## config.mk

```make
export PLATFORM = sky130hd
export DESIGN_NAME = vga_scan_gen
export DESIGN_NICKNAME = d
export VERILOG_FILES = /design/src/rtl/vga_pkg.sv /design/src/rtl/vga_sync_delay.sv /design/src/rtl/vga_scan_gen.sv
export SDC_FILE = /design/constraint.sdc
export NUM_CORES = 1
export LEC_CHECK = 0
export ABC_CLOCK_PERIOD_IN_PS = 1850
export BUFFER_PORTS_ARGS = -buffer_cell sky130_fd_sc_hd__buf_4
export CAP_MARGIN = 40
export CORE_ASPECT_RATIO = 0.75
export CORE_MARGIN = 5
export CORE_UTILIZATION = 45
export CTS_CLUSTER_SIZE = 14
export DETAILED_ROUTE_END_ITERATION = 8
export PLACE_DENSITY = 0.72
export SLEW_MARGIN = 20
export SYNTH_ARGS = -nofsm -noshare
export SYNTH_HDL_FRONTEND = slang
export SYNTH_SLANG_ARGS = --single-unit
```

## constraint.sdc

```tcl
create_clock -name clk -period 1.85 [get_ports clk]
set_clock_uncertainty 0.1 [all_clocks]
set_input_delay 0.2775 -clock clk [delete_from_list [all_inputs] [get_ports clk]]
set_output_delay 0.2775 -clock clk [all_outputs]
set_load 0.03 [all_outputs]
```

## src/rtl/vga_pkg.sv

```systemverilog
// vga_pkg: shared VGA timing defaults, pointer/sync types and timing-total helpers.
package vga_pkg;
   localparam int H_VIS_DEF = 640;
   localparam int H_FP_DEF = 16;
   localparam int H_SYNC_DEF = 96;
   localparam int H_BP_DEF = 48;
   localparam int V_VIS_DEF = 480;
   localparam int V_FP_DEF = 10;
   localparam int V_SYNC_DEF = 2;
   localparam int V_BP_DEF = 33;
   typedef logic [9:0] scan_ptr_t;
   typedef struct packed {
      logic hs;
      logic vs;
      logic blank;
   } sync_bits_t;
   localparam sync_bits_t SYNC_IDLE = '{hs: 1'b0, vs: 1'b0, blank: 1'b1};
   function automatic int h_tot(input int vis, input int fp, input int sync, input int bp);
      return vis + fp + sync + bp;
   endfunction
   function automatic int v_tot(input int vis, input int fp, input int sync, input int bp);
      return vis + fp + sync + bp;
   endfunction
endpackage

```

## src/rtl/vga_sync_delay.sv

```systemverilog
// vga_sync_delay: enabled shift register of sync bits, reset to inactive values.
module vga_sync_delay
   import vga_pkg::*;
#(
   parameter int DEPTH = 2
) (
   input  logic       clk,
   input  logic       rst,
   input  logic       en,
   input  sync_bits_t d,
   output sync_bits_t q
);
   sync_bits_t pipe [DEPTH];
   always_ff @(posedge clk) begin
      if (rst) begin
         for (int i = 0; i < DEPTH; i++) pipe[i] <= SYNC_IDLE;
      end else if (en) begin
         pipe[0] <= d;
         for (int i = 1; i < DEPTH; i++) pipe[i] <= pipe[i-1];
      end
   end
   assign q = pipe[DEPTH-1];
endmodule

```

## src/rtl/vga_scan_gen.sv

```systemverilog
// vga_scan_gen: raster pointer counters, delayed sync/blank, frame_start and generation tick.
module vga_scan_gen
   import vga_pkg::*;
#(
   parameter int H_VIS = H_VIS_DEF,
   parameter int H_FP = H_FP_DEF,
   parameter int H_SYNC = H_SYNC_DEF,
   parameter int H_BP = H_BP_DEF,
   parameter int V_VIS = V_VIS_DEF,
   parameter int V_FP = V_FP_DEF,
   parameter int V_SYNC = V_SYNC_DEF,
   parameter int V_BP = V_BP_DEF,
   parameter int SYNC_DLY = 2,
   parameter int GEN_FRAMES = 30
) (
   input  logic      clk,
   input  logic      rst,
   input  logic      pix_en,
   input  logic      run_mode,
   output scan_ptr_t abs_ptrC,
   output scan_ptr_t abs_ptrR,
   output logic      vis,
   output logic      hsync_n,
   output logic      vsync_n,
   output logic      blank_d,
   output logic      frame_start,
   output logic      gen_tick
);
   localparam int H_TOT = h_tot(H_VIS, H_FP, H_SYNC, H_BP);
   localparam int V_TOT = v_tot(V_VIS, V_FP, V_SYNC, V_BP);
   localparam scan_ptr_t C_LAST = scan_ptr_t'(H_TOT - 1);
   localparam scan_ptr_t R_LAST = scan_ptr_t'(V_TOT - 1);
   localparam scan_ptr_t C_VIS = scan_ptr_t'(H_VIS);
   localparam scan_ptr_t R_VIS = scan_ptr_t'(V_VIS);
   localparam scan_ptr_t HS_BEG = scan_ptr_t'(H_VIS + H_FP);
   localparam scan_ptr_t HS_END = scan_ptr_t'(H_VIS + H_FP + H_SYNC);
   localparam scan_ptr_t VS_BEG = scan_ptr_t'(V_VIS + V_FP);
   localparam scan_ptr_t VS_END = scan_ptr_t'(V_VIS + V_FP + V_SYNC);
   localparam logic [7:0] G_LAST = 8'(GEN_FRAMES - 1);
   logic [7:0] gen_cnt;
   logic       c_end, r_end, wrap;
   sync_bits_t raw, dly;
   assign c_end = abs_ptrC == C_LAST;
   assign r_end = abs_ptrR == R_LAST;
   assign wrap = pix_en && c_end && r_end;
   assign vis = abs_ptrC < C_VIS && abs_ptrR < R_VIS;
   always_comb begin
      raw.hs = abs_ptrC >= HS_BEG && abs_ptrC < HS_END;
      raw.vs = abs_ptrR >= VS_BEG && abs_ptrR < VS_END;
      raw.blank = !vis;
   end
   always_ff @(posedge clk) begin
      if (rst) begin
         abs_ptrC <= '0;
         abs_ptrR <= '0;
         frame_start <= 1'b0;
         gen_tick <= 1'b0;
         gen_cnt <= '0;
      end else begin
         frame_start <= wrap;
         gen_tick <= wrap && run_mode && gen_cnt == G_LAST;
         if (pix_en) abs_ptrC <= c_end ? '0 : abs_ptrC + 1'b1;
         if (pix_en && c_end) abs_ptrR <= r_end ? '0 : abs_ptrR + 1'b1;
         // counting happens at the wrap edge so gen_tick lands with frame_start
         if (wrap && run_mode) gen_cnt <= gen_cnt == G_LAST ? '0 : gen_cnt + 1'b1;
      end
   end
   vga_sync_delay #(.DEPTH(SYNC_DLY)) u_dly (
      .clk(clk),
      .rst(rst),
      .en(pix_en),
      .d(raw),
      .q(dly)
   );
   assign hsync_n = !dly.hs;
   assign vsync_n = !dly.vs;
   assign blank_d = dly.blank;
endmodule
```

Yosys cells after proc, flatten, opt, wreduce, memory -nomap -nowiden
Memory sizes are Yosys's and may differ from the RTL's.
Index checks and enable logic that the tools add are counted.
- register bits after elaboration: 30
- word-level logic and storage cells: 40
- bits in latches: 0
- memory bits (read-only): 0
- input bits: 4
- bits in writable memories: 6
- memories: 1
- memories (name ; depth ; bits a word ; rd ports ; clocked after memory_dff ; write ports ; RTL line ; RTL):
    u_dly.pipe ; 2 ; 3 ; 2 ; 0 ; 2 ; vga_sync_delay.sv:13 ; sync_bits_t pipe [DEPTH];
- div/mod/pow operators: 0
- equal/unequal tests: 3
- multiply operators: 0
- multiplexer cells: 10
- reductions and logical operators: 10
- add/sub/neg operators: 3
- shift-type cells: 0
- bitwise logic cells: 2
- $lt $le $gt $ge: 6
- operators with widths (cell ; count):
    $add 10x1->10 const B ; 2
    $eq 10x10->1 const B ; 2
    $lt 10x10->1 const B ; 2
    $lt 10x9->1 const B ; 2
    $mux 10 ; 2
    $ge 10x10->1 const B ; 1
    $ge 10x9->1 const B ; 1
    $add 8x1->8 const B ; 1
    $eq 8x5->1 const B ; 1
    $mux 8 ; 1
    $logic_and 1x1->1 ; 7
    $mux 3 ; 2
    $mux 1 ; 5
    $logic_not 1->1 ; 3
    $or 1x1->1 ; 2

Depth between registers and ports, before layout
Gate-level depths: netlist of run 1.
- depth in word-level cells: 5
- mapped depth: 7

Cells and area by module
A second synthesis of run 1 with hierarchy kept.
- cell total of the unflattened synthesis: 201
- area total of the unflattened synthesis: 1865.5 um2
- modules (own cells, without submodules) (module ; area each (um2) ; cells each ; instances ; seq. area each (um2)):
    vga_scan_gen ; 1599.0 ; 185 ; 1 ; 600.6
    vga_sync_delay ; 266.5 ; 16 ; 1 ; 180.2

Worst setup path before layout of run 1
Ideal clock, no wire load.
- path type: reg2reg
- start: reg abs_ptrC[1]
- end: reg abs_ptrR[8]
- buffers on the path: 0
- cell stages (with the launch flop): 6
- setup slack: -189 ps
- required time: 1680 ps
- period minus slack after synthesis: 2039 ps
- arrival time: 1869 ps
- library setup time: 70 ps
- cells stage by stage: dfxtp_1 > ha_1 > and2_0 > nand4_2 > or4_1 > a21oi_1
- longest elaborated chain between the ends: 2
- RTL lines (element ; RTL line ; RTL):
    start: declaration ; vga_scan_gen.sv:20 ; output scan_ptr_t abs_ptrC,
    start signal: assignment ; vga_scan_gen.sv:62 ; if (pix_en) abs_ptrC <= c_end ? '0 : abs_ptrC + 1'b1;
    $eq 10x10->1 ; vga_scan_gen.sv:43 ; assign c_end = abs_ptrC == C_LAST;
    $logic_and 1x1->1 ; vga_scan_gen.sv:63 ; if (pix_en && c_end) abs_ptrR <= r_end ? '0 : abs_ptrR + 1'b1;
    end signal: assignment ; vga_scan_gen.sv:63 ;
    end: declaration ; vga_scan_gen.sv:21 ; output scan_ptr_t abs_ptrR,
No other way between the ends.
A chain may end at the register's enable or synchronous reset.

Worst setup path in the final report of run 1
- start: reg abs_ptrC[6]
- end: reg abs_ptrR[8]
Same word-level chain as after synthesis.

==> summary.txt, run 1 <==
Worst hold path
  • Worst hold path depth: 2
  • Min-Delay Path Class: in -> reg

Global route
  • Initial antenna violation count: 0
  • Total grt overflow: 0
  • Largest net degree at the start of global routing: 29
  • First-pass GRT wire length: 7.74 mm
  • Global Route Usage Sum: 17.6%
  • Vias in the first global route: 1664

Placed design
  • Post-placement cell count: 310
  • Dpl hpwl: 3.36 mm
  • Buffers on Ports: 29
  • Setup Slack @ Placement: -67.0 ps
  • Final GP Congestion: 0.888

Clocking
  • Max H-tree Level: 2
  • Inserted Clock Buffers: 5
  • Clk sink count: 36
  • CTS root buf: clkbuf_8
  • Clock insertion delay at the later pin of the skew report: 300 ps
  • CTS tree: built
  • Clk buf depth: 2
  • Worst-path clk slew: 70 ps
  • Hold-fix buffers, CTS: 0

Logic synthesis
  • Top post-synthesis cells by area: dfxtp_1, edfxtp_1, a21oi_1
  • Post-Synthesis Cells: 209
  • Mapped cell area: 1880 um^2
  • Post-synth top flop: dfxtp_1
  • Synth Warn #: 0
  • Yosys top cell by area: dfxtp_1
  • Post-synth EDFFs: 6
  • Post-synthesis register bit count: 36
  • Async set-reset flop share out of synthesis: 0%
  • Syn Nets: 219
  • Average size of a mapped cell: 8.99 um^2
  • Top-area cell type share of the netlist area: 32.0%
  • Post-synth cell types: 49
  • Sequential share of the synthesized area: 41.6%

Worst setup path
  • Crit-path max cell delay: 540 ps
  • Startpoint Class: register
  • Critical-path cell list: nor4b_4 > buf_4 > nand4_4 > or4_4 > a21oi_1
  • Setup Crit Path Kind: reg -> reg
  • CP max FO: 12
  • FF-to-FF path depth: 5
  • Crit path DAT: 1940 ps
  • Slowest cell on crit path: or4_4
  • Critical path required time: 1980 ps
  • CP endpoint kind: register

Flow run
  • Max cap viols: 0

Layout
  • Share of cells above drive strength 1: 35.7%
  • Most frequent cells in the layout: buf_4, dfxtp_1, a21oi_1
  • Final cell count without fillers: 321
  • Antenna cell count: 0
  • Commonest non-fill, non-tap cell in the layout: buf_4
  • Area Growth Syn to Fin: 35.8%
  • Final net count: 275

Timing
  • Final hold slack: 178 ps
  • Final WS setup: 41.3 ps
  • Slew margin rel.: 72.5%
  • Final Hold Vio Count: 0
  • Final critical-path required period: 1810 ps
  • Setup-failing EPs final: 0
  • Worst slew pin tran: 412 ps
  • Fin crit share: 97.8%
  • Fmax achieved: 0.553 GHz
  • Fin. max-slew vios: 0

Drt
  • Vias: 1764
  • Final ANT Viol Nets: 0
  • DR WL/cell: 14.5 um
  • Via-to-Cell Ratio: 5.50
  • Post-Route WL: 4.66 mm
  • DRC violations left: 0
  • Initial DRC Count: 104
  • DRT Pass-1 Iters: 4

Power
  • Clk pwr share: 52.2%
  • Sw frac: 19.1%
  • Flop pwr share: 43.3%
  • LEAKAGE: 1.04 nW
  • Combinational group share of total power: 4.4%
  • Max VDD drop: 403 uV
  • P_int: 0.00151 W
  • P_sw: 0.000356 W
  • Power Dens Cells: 732 nW/um^2

Die
  • IO Count: 30
  • Die Y-Extent: 65.9 um
  • Total Die Area: 5580 um^2
  • Core Box Area: 4050 um^2
  • # rows: 20
  • Initial Utilization: 46.3%
  • Die X: 84.6 um

Run status
  • Run status: completed
power by group through the flow:
stage          clock, W  combinational, W  sequential, W
6_report       0.000976         0.0000829       0.000809
2_1_floorplan         0         0.0000334       0.000840
5_1_grt         0.00104         0.0000910       0.000810
3_3_place_gp          0         0.0000817       0.000827
3_5_place_dp          0         0.0000829       0.000828
4_1_cts        0.000993         0.0000830       0.000809
cells by family (layout without fill, tap and decap cells):
kind of cell    after synthesis  count (layout)  share of synthesized area (%)
fa+ha+maj                     6               6                           4.00
simple gates                 96              96                           30.8
buf+inv                      24              81                           6.60
mux                           1               1                          0.600
xor+xnor                      8               8                           3.73
compound gates               38              38                           12.7
flops                        36              36                           41.6
path summary, 6_finish.rpt:
check | startpoint | end | slack (ps)
setup reg to reg | abs_ptrC[6] | abs_ptrR[8] | 40
setup / recovery | abs_ptrC[6] | abs_ptrR[8] | 40
hold / removal | run_mode | gen_tick | 180
hold reg to reg | u_dly.pipe[0][0] | u_dly.pipe[0][3] | 420
Yosys cell counts, drive strengths merged (2+ instances only):
cell type / number
nand4b: 2
or4: 2
clkbuf: 7
or3: 7
nor4: 3
nor2b: 2
dfxtp: 30
ha: 6
nand3: 11
nand2: 12
nor3: 9
buf: 3
nor4b: 2
a21oi: 16
nor3b: 2
o31ai: 3
o21ai: 7
edfxtp: 6
xnor2: 5
or2: 4
and3: 6
inv: 13
xor2: 3
nand4: 7
nand2b: 4
nor2: 12
a311oi: 4
and2: 3
o32ai: 2
a31oi: 2
and4: 4
worst max-delay path: cells and delay by family (launching register included):
| family | cells | cell delay, ps |
|---|---|---|
| compound gates | 1 | 140 |
| buf+inv | 1 | 170 |
| flops | 1 | 350 |
| simple gates | 3 | 980 |
metrics by stage:
stage	utilization, %	TNS, ps	power [W]	cell area (um^2)
global placement	56.9	0	0.000909	2310
CTS	61.0	0	0.00189	2470
floorplan	-	0	0.000874	1890
detailed placement	56.9	-204	0.000911	2310
finish	62.9	0	0.00187	2550
global route	62.9	-62.1	0.00194	2550
sequential cells by signal, indices dropped and copies added, names as in the netlist:
name / count
u_dly.pipe: 6
gen_tick: 1
abs_ptrC: 10
frame_start: 1
gen_cnt: 8
abs_ptrR: 10
timing repair:
action / 4_1_cts / 5_1_grt
endpoints found under the setup margin: 9 / 9
pin swaps: 0 / 5
setup buffers: 0 / 3
resized for setup: 2 / 11
hold endpoints to repair: 0 / 0
layout make-up:
cell class,count,area [um^2]
fillers,344,1500
multi-input cells,149,1040
flip-flops and latches,36,788
repair buffers,60,450
clock inverters,3,90.1
clock buffers,5,68.8
well taps,55,68.8
inverters,13,48.8
routing by layer:
layer  part of all wire, %  GRT usage [%]  wire length, um
met4                   1.7           7.31               78
met5                     0              0                0
met2                    42           26.3             1950
met3                   6.6           4.73              306
met1                    50           23.9             2320
Note: power is estimated with default switching activity, not from simulation.
==> run 2, diff against run 1 <==
- ABC_CLOCK_PERIOD_IN_PS: 1850 -> 1890
- PLACE_DENSITY: 0.72 -> 0.7
- clock period: 1.85 -> 1.89 ns (I/O delays scaled with it)
==> summary.txt, run 2 (synthesis gave the netlist of run 1 again) <==
Layout
  • Largest registers: abs_ptrC: 10 flops, abs_ptrR: 10 flops, gen_cnt: 8 flops
  • Final net count: 271
  • Most frequent cells in the layout: buf_4, dfxtp_1, a21oi_1
  • Fill cells: 362
  • Share of cells above drive strength 1: 32.8%
  • Fin area: 2440 um^2
  • Antenna cell count: 0
  • Commonest non-fill, non-tap cell in the layout: buf_4
  • Area Growth Syn to Fin: 30.1%

Drt
  • Initial DRC Count: 97
  • DRC violations left: 0
  • DR WL/cell: 14.2 um
  • Vias: 1725
  • Final ANT Viol Nets: 0
  • DRT Pass-1 Iters: 4
  • Via-to-Cell Ratio: 5.44
  • Post-Route WL: 4.50 mm

Worst setup path
  • R2R Setup Slk: 90 ps
  • Crit-path max cell delay: 530 ps
  • Slowest cell on crit path: or4_1
  • Setup Crit Path Kind: reg -> reg
  • Crit path buf inv count: 1
  • Crit path max-delay family: simple AND/OR/NAND/NOR gates
  • Startpoint Class: register
  • CP endpoint kind: register
  • Critical-path cell list: nor4b_4 > buf_4 > nand4_4 > or4_1 > a21oi_1
  • FF-to-FF path depth: 5
  • Critical path required time: 2010 ps
  • CP max FO: 11
  • RR Endpoint: abs_ptrR[8]
  • Reg2reg start: abs_ptrC[6]
  • Critical path depth: 5
  • Crit path DAT: 1920 ps

Worst hold path
  • Worst hold path depth: 2
  • WHS Endpoint: abs_ptrR[0]
  • Worst Hold Launch: rst
  • Min-Delay Path Class: in -> reg

Clocking
  • Inserted Clock Buffers: 5
  • Hold-fix buffers, CTS: 0
  • Worst-path clk slew: 70 ps
  • Clk sink count: 36
  • CTS tree: built
  • CTS root buf: clkbuf_8
  • Max H-tree Level: 2
  • Clock insertion delay at the later pin of the skew report: 290 ps
  • Clk buf depth: 2

Timing
  • Worst slew pin tran: 405 ps
  • RSZ-0062 raised after global routing: yes
  • Setup-failing EPs final: 0
  • Fmax achieved: 0.556 GHz
  • Slew margin rel.: 72.9%
  • Setup total negative slack: 0 ps
  • Fin. max-slew vios: 0
  • Fin crit share: 95.1%
  • Final Hold Vio Count: 0
  • Final critical-path required period: 1800 ps

Power
  • Max VDD drop: 458 uV
  • Power Dens Cells: 604 nW/um^2
  • LEAKAGE: 0.987 nW

Die
  • Total Die Area: 5580 um^2
  • IO Count: 30
  • Initial Utilization: 46.3%
  • Core Box Area: 4050 um^2
  • # rows: 20
  • Die X: 84.6 um
  • Die Y-Extent: 65.9 um

Global route
  • Initial antenna violation count: 0
  • Global Route Usage Sum: 17.5%
  • Largest net degree at the start of global routing: 18
  • Vias in the first global route: 1600
  • First-pass GRT wire length: 7.78 mm
  • Total grt overflow: 0

Placed design
  • Dpl hpwl: 3.33 mm
  • Final GP Congestion: 0.815
  • Buffers on Ports: 29
  • Placement Cell Area: 2290 um^2

Run status
  • Run status: completed

Flow run
  • Max cap viols: 0
## run 2: cell types whose count changed in the layout (fill, tap and decap cells not counted), sizes merged
cell and delta:
clkbuf +3, buf -4, bufinv -3
## run 2: final cells by class
cell class              count  area, um^2  area share, %
flip-flops and latches     36         788           32.3
well taps                  55        68.8           2.82
inverters                  13        48.8           2.00
clock buffers               8         100           4.10
repair buffers             56         424           17.4
multi-input cells         149        1010           41.5
## run 2: per-stage QoR
stage                     utilization [%]  total power (W)  worst slack, ps  instances  hold WS, ps
after CTS                            59.1          0.00149             11.1        316          135
after global placement               56.5         0.000890            -9.88        308          388
after detailed placement             56.5         0.000891            -49.5        308          400
final                                60.3          0.00148             92.1        317          143
after global routing                 60.3          0.00154            -38.2        317          161
after floorplan                         -         0.000855             1.03        209          328
## run 2: worst reg2reg max path, delay by kind of cell (launching register included)
family	cells	cell delay, ps
AND/OR/NAND/NOR	3	980
AO/OA/AOI/OAI	1	150
flip-flops	1	340
buffers and inverters	1	170
## run 2: worst max path at each step
stage / from / slack [ps] / to
final: abs_ptrC[6] / 90 / abs_ptrR[8]
after global routing: abs_ptrR[0] / -40 / gen_cnt[3]
after CTS: abs_ptrR[0] / 10 / gen_tick
after detailed placement: abs_ptrR[0] / -50 / gen_tick
after global placement: abs_ptrR[0] / -10 / gen_tick
after floorplan: abs_ptrC[1] / 1 / abs_ptrR[8]
## run 2: what timing repair did
action / CTS / global route
pin swaps: 0 / 4
gates resized for setup: 1 / 7
endpoints found under the setup margin: 4 / 9
setup buffers: 0 / 1
## run 2: power breakdown
part	internal, W	switching [W]	leakage, nW	total (W)
registers	0.000789	0.00000334	0.308	0.000793
clock network	0.000333	0.000270	0.0515	0.000603
logic	0.0000308	0.0000495	0.627	0.0000803
## run 2: metal layers
layer	up-vias	track usage (%)	wire length, um
met1	816	24.4	2260
met3	9	4.61	239
met2	36	26.5	1940
met4	0	5.34	55
li1	864	-	-
met5	-	0	0
==> run 3, diff against run 2 <==
- ABC_CLOCK_PERIOD_IN_PS: 1890 -> 1950
- SYNTH_HIERARCHICAL: unset -> 1
- clock period: 1.89 -> 1.95 ns (I/O delays scaled with it)
==> summary.txt, run 3 <==
Worst setup path
  • CP endpoint kind: output port
  • FF-to-FF path depth: 5
  • Slowest cell on crit path: dfxtp_1
  • Setup Crit Path Kind: reg -> out
  • R2R Setup Slk: 110 ps
  • Startpoint Class: register
  • Crit path max-delay family: buffers and inverters
  • CP max FO: 6
  • RR Endpoint: abs_ptrR[9]
  • Critical-path cell list: buf_4 > o21ai_2 > nand2_1 > or2_2 > inv_1 > buf_6
  • Crit path buf inv count: 3
  • Crit-path max cell delay: 330 ps
  • Crit path DAT: 1450 ps
  • Reg2reg start: abs_ptrC[0]
  • Critical path required time: 1560 ps

Global route
  • Initial antenna violation count: 0
  • Vias in the first global route: 1456
  • First-pass GRT wire length: 6.97 mm
  • Total grt overflow: 0
  • Largest net degree at the start of global routing: 24
  • Global Route Usage Sum: 15.6%

Clocking
  • CTS root buf: clkbuf_8
  • Clk sink count: 36
  • Hold-fix buffers, CTS: 0
  • Clock insertion delay at the later pin of the skew report: 280 ps
  • CTS tree: built
  • Inserted Clock Buffers: 5
  • Max H-tree Level: 2
  • Clk buf depth: 2
  • Worst-path clk slew: 70 ps

Worst hold path
  • WHS Endpoint: gen_tick
  • Worst hold path depth: 3
  • Min-Delay Path Class: in -> reg
  • Worst Hold Launch: run_mode

Drt
  • DRT Pass-1 Iters: 4
  • Initial DRC Count: 78
  • DRC violations left: 0
  • Final ANT Viol Nets: 0
  • DR WL/cell: 14.0 um
  • Post-Route WL: 4.27 mm
  • Via-to-Cell Ratio: 5.44
  • Vias: 1664

Logic synthesis
  • Mapped cell area: 1870 um^2
  • Post-synthesis register bit count: 36
  • Count leader, synth: dfxtp_1
  • Async set-reset flop share out of synthesis: 0%
  • Post-Synthesis Cells: 201
  • Post-synth cell types: 43
  • Top post-synthesis cells by area: dfxtp_1, edfxtp_1, ha_1
  • Yosys top cell by area: dfxtp_1
  • Synth Warn #: 6
  • Average size of a mapped cell: 9.28 um^2
  • Top-area cell type share of the netlist area: 32.2%
  • Post-synth EDFFs: 6
  • Commonest cells in the netlist: dfxtp_1, nor2_1, a21oi_1, inv_1, nand2_1
  • Post-synth top flop: dfxtp_1
  • Sequential share of the synthesized area: 41.9%
  • Syn Nets: 211

Power
  • Max VDD drop: 427 uV
  • Power Dens Cells: 570 nW/um^2
  • LEAKAGE: 0.954 nW

Layout
  • Area Growth Syn to Fin: 27.9%
  • Register Area: 795 um^2
  • Area of the multi-input gates: 997 um^2
  • Largest registers: abs_ptrC: 10 flops, abs_ptrR: 10 flops, gen_cnt: 8 flops
  • Final net count: 260
  • Share of cells above drive strength 1: 33.9%
  • Fin area: 2390 um^2
  • Commonest non-fill, non-tap cell in the layout: buf_4
  • Antenna cell count: 0
  • Most frequent cells in the layout: buf_4, dfxtp_1, nor2_1
  • Fill cells: 369

Die
  • Die Y-Extent: 65.8 um
  • Total Die Area: 5550 um^2
  • Initial Utilization: 46.3%
  • Die X: 84.3 um
  • Core Box Area: 4030 um^2
  • # rows: 20
  • IO Count: 30

Timing
  • Setup total negative slack: 0 ps
  • Fmax achieved: 0.541 GHz
  • RSZ-0062 raised after global routing: no
  • Final Hold Vio Count: 0
  • Final WS setup: 103 ps
  • Fin. max-slew vios: 0
  • Slew margin rel.: 73.2%
  • Fin crit share: 94.7%
  • Setup-failing EPs final: 0
  • Final critical-path required period: 1850 ps
  • Worst slew pin tran: 401 ps

Placed design
  • Dpl hpwl: 2.92 mm
  • Buffers on Ports: 29
  • Setup Slack @ Placement: 43.1 ps
  • Final GP Congestion: 0.854
  • Placement Cell Area: 2240 um^2

Run status
  • Run status: completed

Flow run
  • Max cap viols: 0
[run 3: cell types whose count changed after synthesis, sizes merged, moves of 3 or more]
cell	before	now
buf	3	9
and2	3	0
or3b	0	3
a31oi	2	5
a21oi	16	12
nor2	12	17
clkbuf	7	3
and3	6	2
and3b	1	4
[run 3: final cells by class]
type	count	share of cell area [%]
multi-input cells	143	41.8
flip-flops and latches	36	33.3
repair buffers	53	16.8
clock buffers	5	2.88
well taps	55	2.88
inverters	11	1.73
clock inverters	3	0.577
[run 3: metal layers]
layer / GRT usage, % / part of all wire [%] / up-vias
li1: - / - / 833
met3: 4.51 / 5.0 / 4
met4: 4.55 / 0.70 / 0
met5: 0 / 0 / -
met2: 24.5 / 45 / 42
met1: 21.0 / 49 / 785
[run 3: per-stage QoR]
| stage | hold WS [ps] | cells | utilization [%] | power (W) |
|---|---|---|---|---|
| after floorplan | 267 | 201 | - | 0.000837 |
| after global placement | 389 | 294 | 55.7 | 0.000872 |
| after detailed placement | 391 | 294 | 55.7 | 0.000873 |
| after CTS | 156 | 302 | 57.8 | 0.00137 |
| after global routing | 167 | 306 | 59.2 | 0.00141 |
| final | 157 | 306 | 59.2 | 0.00136 |
[run 3: repair_timing]
action / 4_1_cts / 5_1_grt
setup buffers: 0 / 3
gates cloned: 0 / 1
pin swaps: 0 / 1
gates resized for setup: 1 / 6
setup endpoints to repair: 1 / 12
[run 3: how the worst max path moves through the flow]
| stage | start | slack [ps] | cells after the start | endpoint |
|---|---|---|---|---|
| floorplan | abs_ptrC[0] | 10 | 7 | gen_cnt[6] |
| global placement | abs_ptrC[0] | 110 | 5 | gen_cnt[7] |
| detailed placement | abs_ptrC[0] | 40 | 5 | gen_cnt[7] |
| CTS | abs_ptrC[0] | 20 | 5 | gen_cnt[7] |
| global route | abs_ptrC[7] | 2 | 6 | vis |
| finish | abs_ptrC[7] | 100 | 6 | vis |
[run 3: worst min-delay path: stages]
cell	delay, ps
buf_4	120
inv_1	50
nor3b_1	40
[run 3: cells by family after synthesis]
group           count (synthesis)  share of synthesized area (%)
fa+ha+maj                       6                           4.02
simple gates                   90                           30.4
xor+xnor                       10                           4.69
mux                             3                           1.74
buf+inv                        23                           6.44
compound gates                 33                           10.9
flops                          36                           41.9
[run 3: power breakdown]
part	internal, W	total, W	switching, W
sequential	0.000767	0.000771	0.00000406
combinational	0.0000345	0.0000841	0.0000496
clock	0.000242	0.000505	0.000263
total	0.00104	0.00136	0.000316
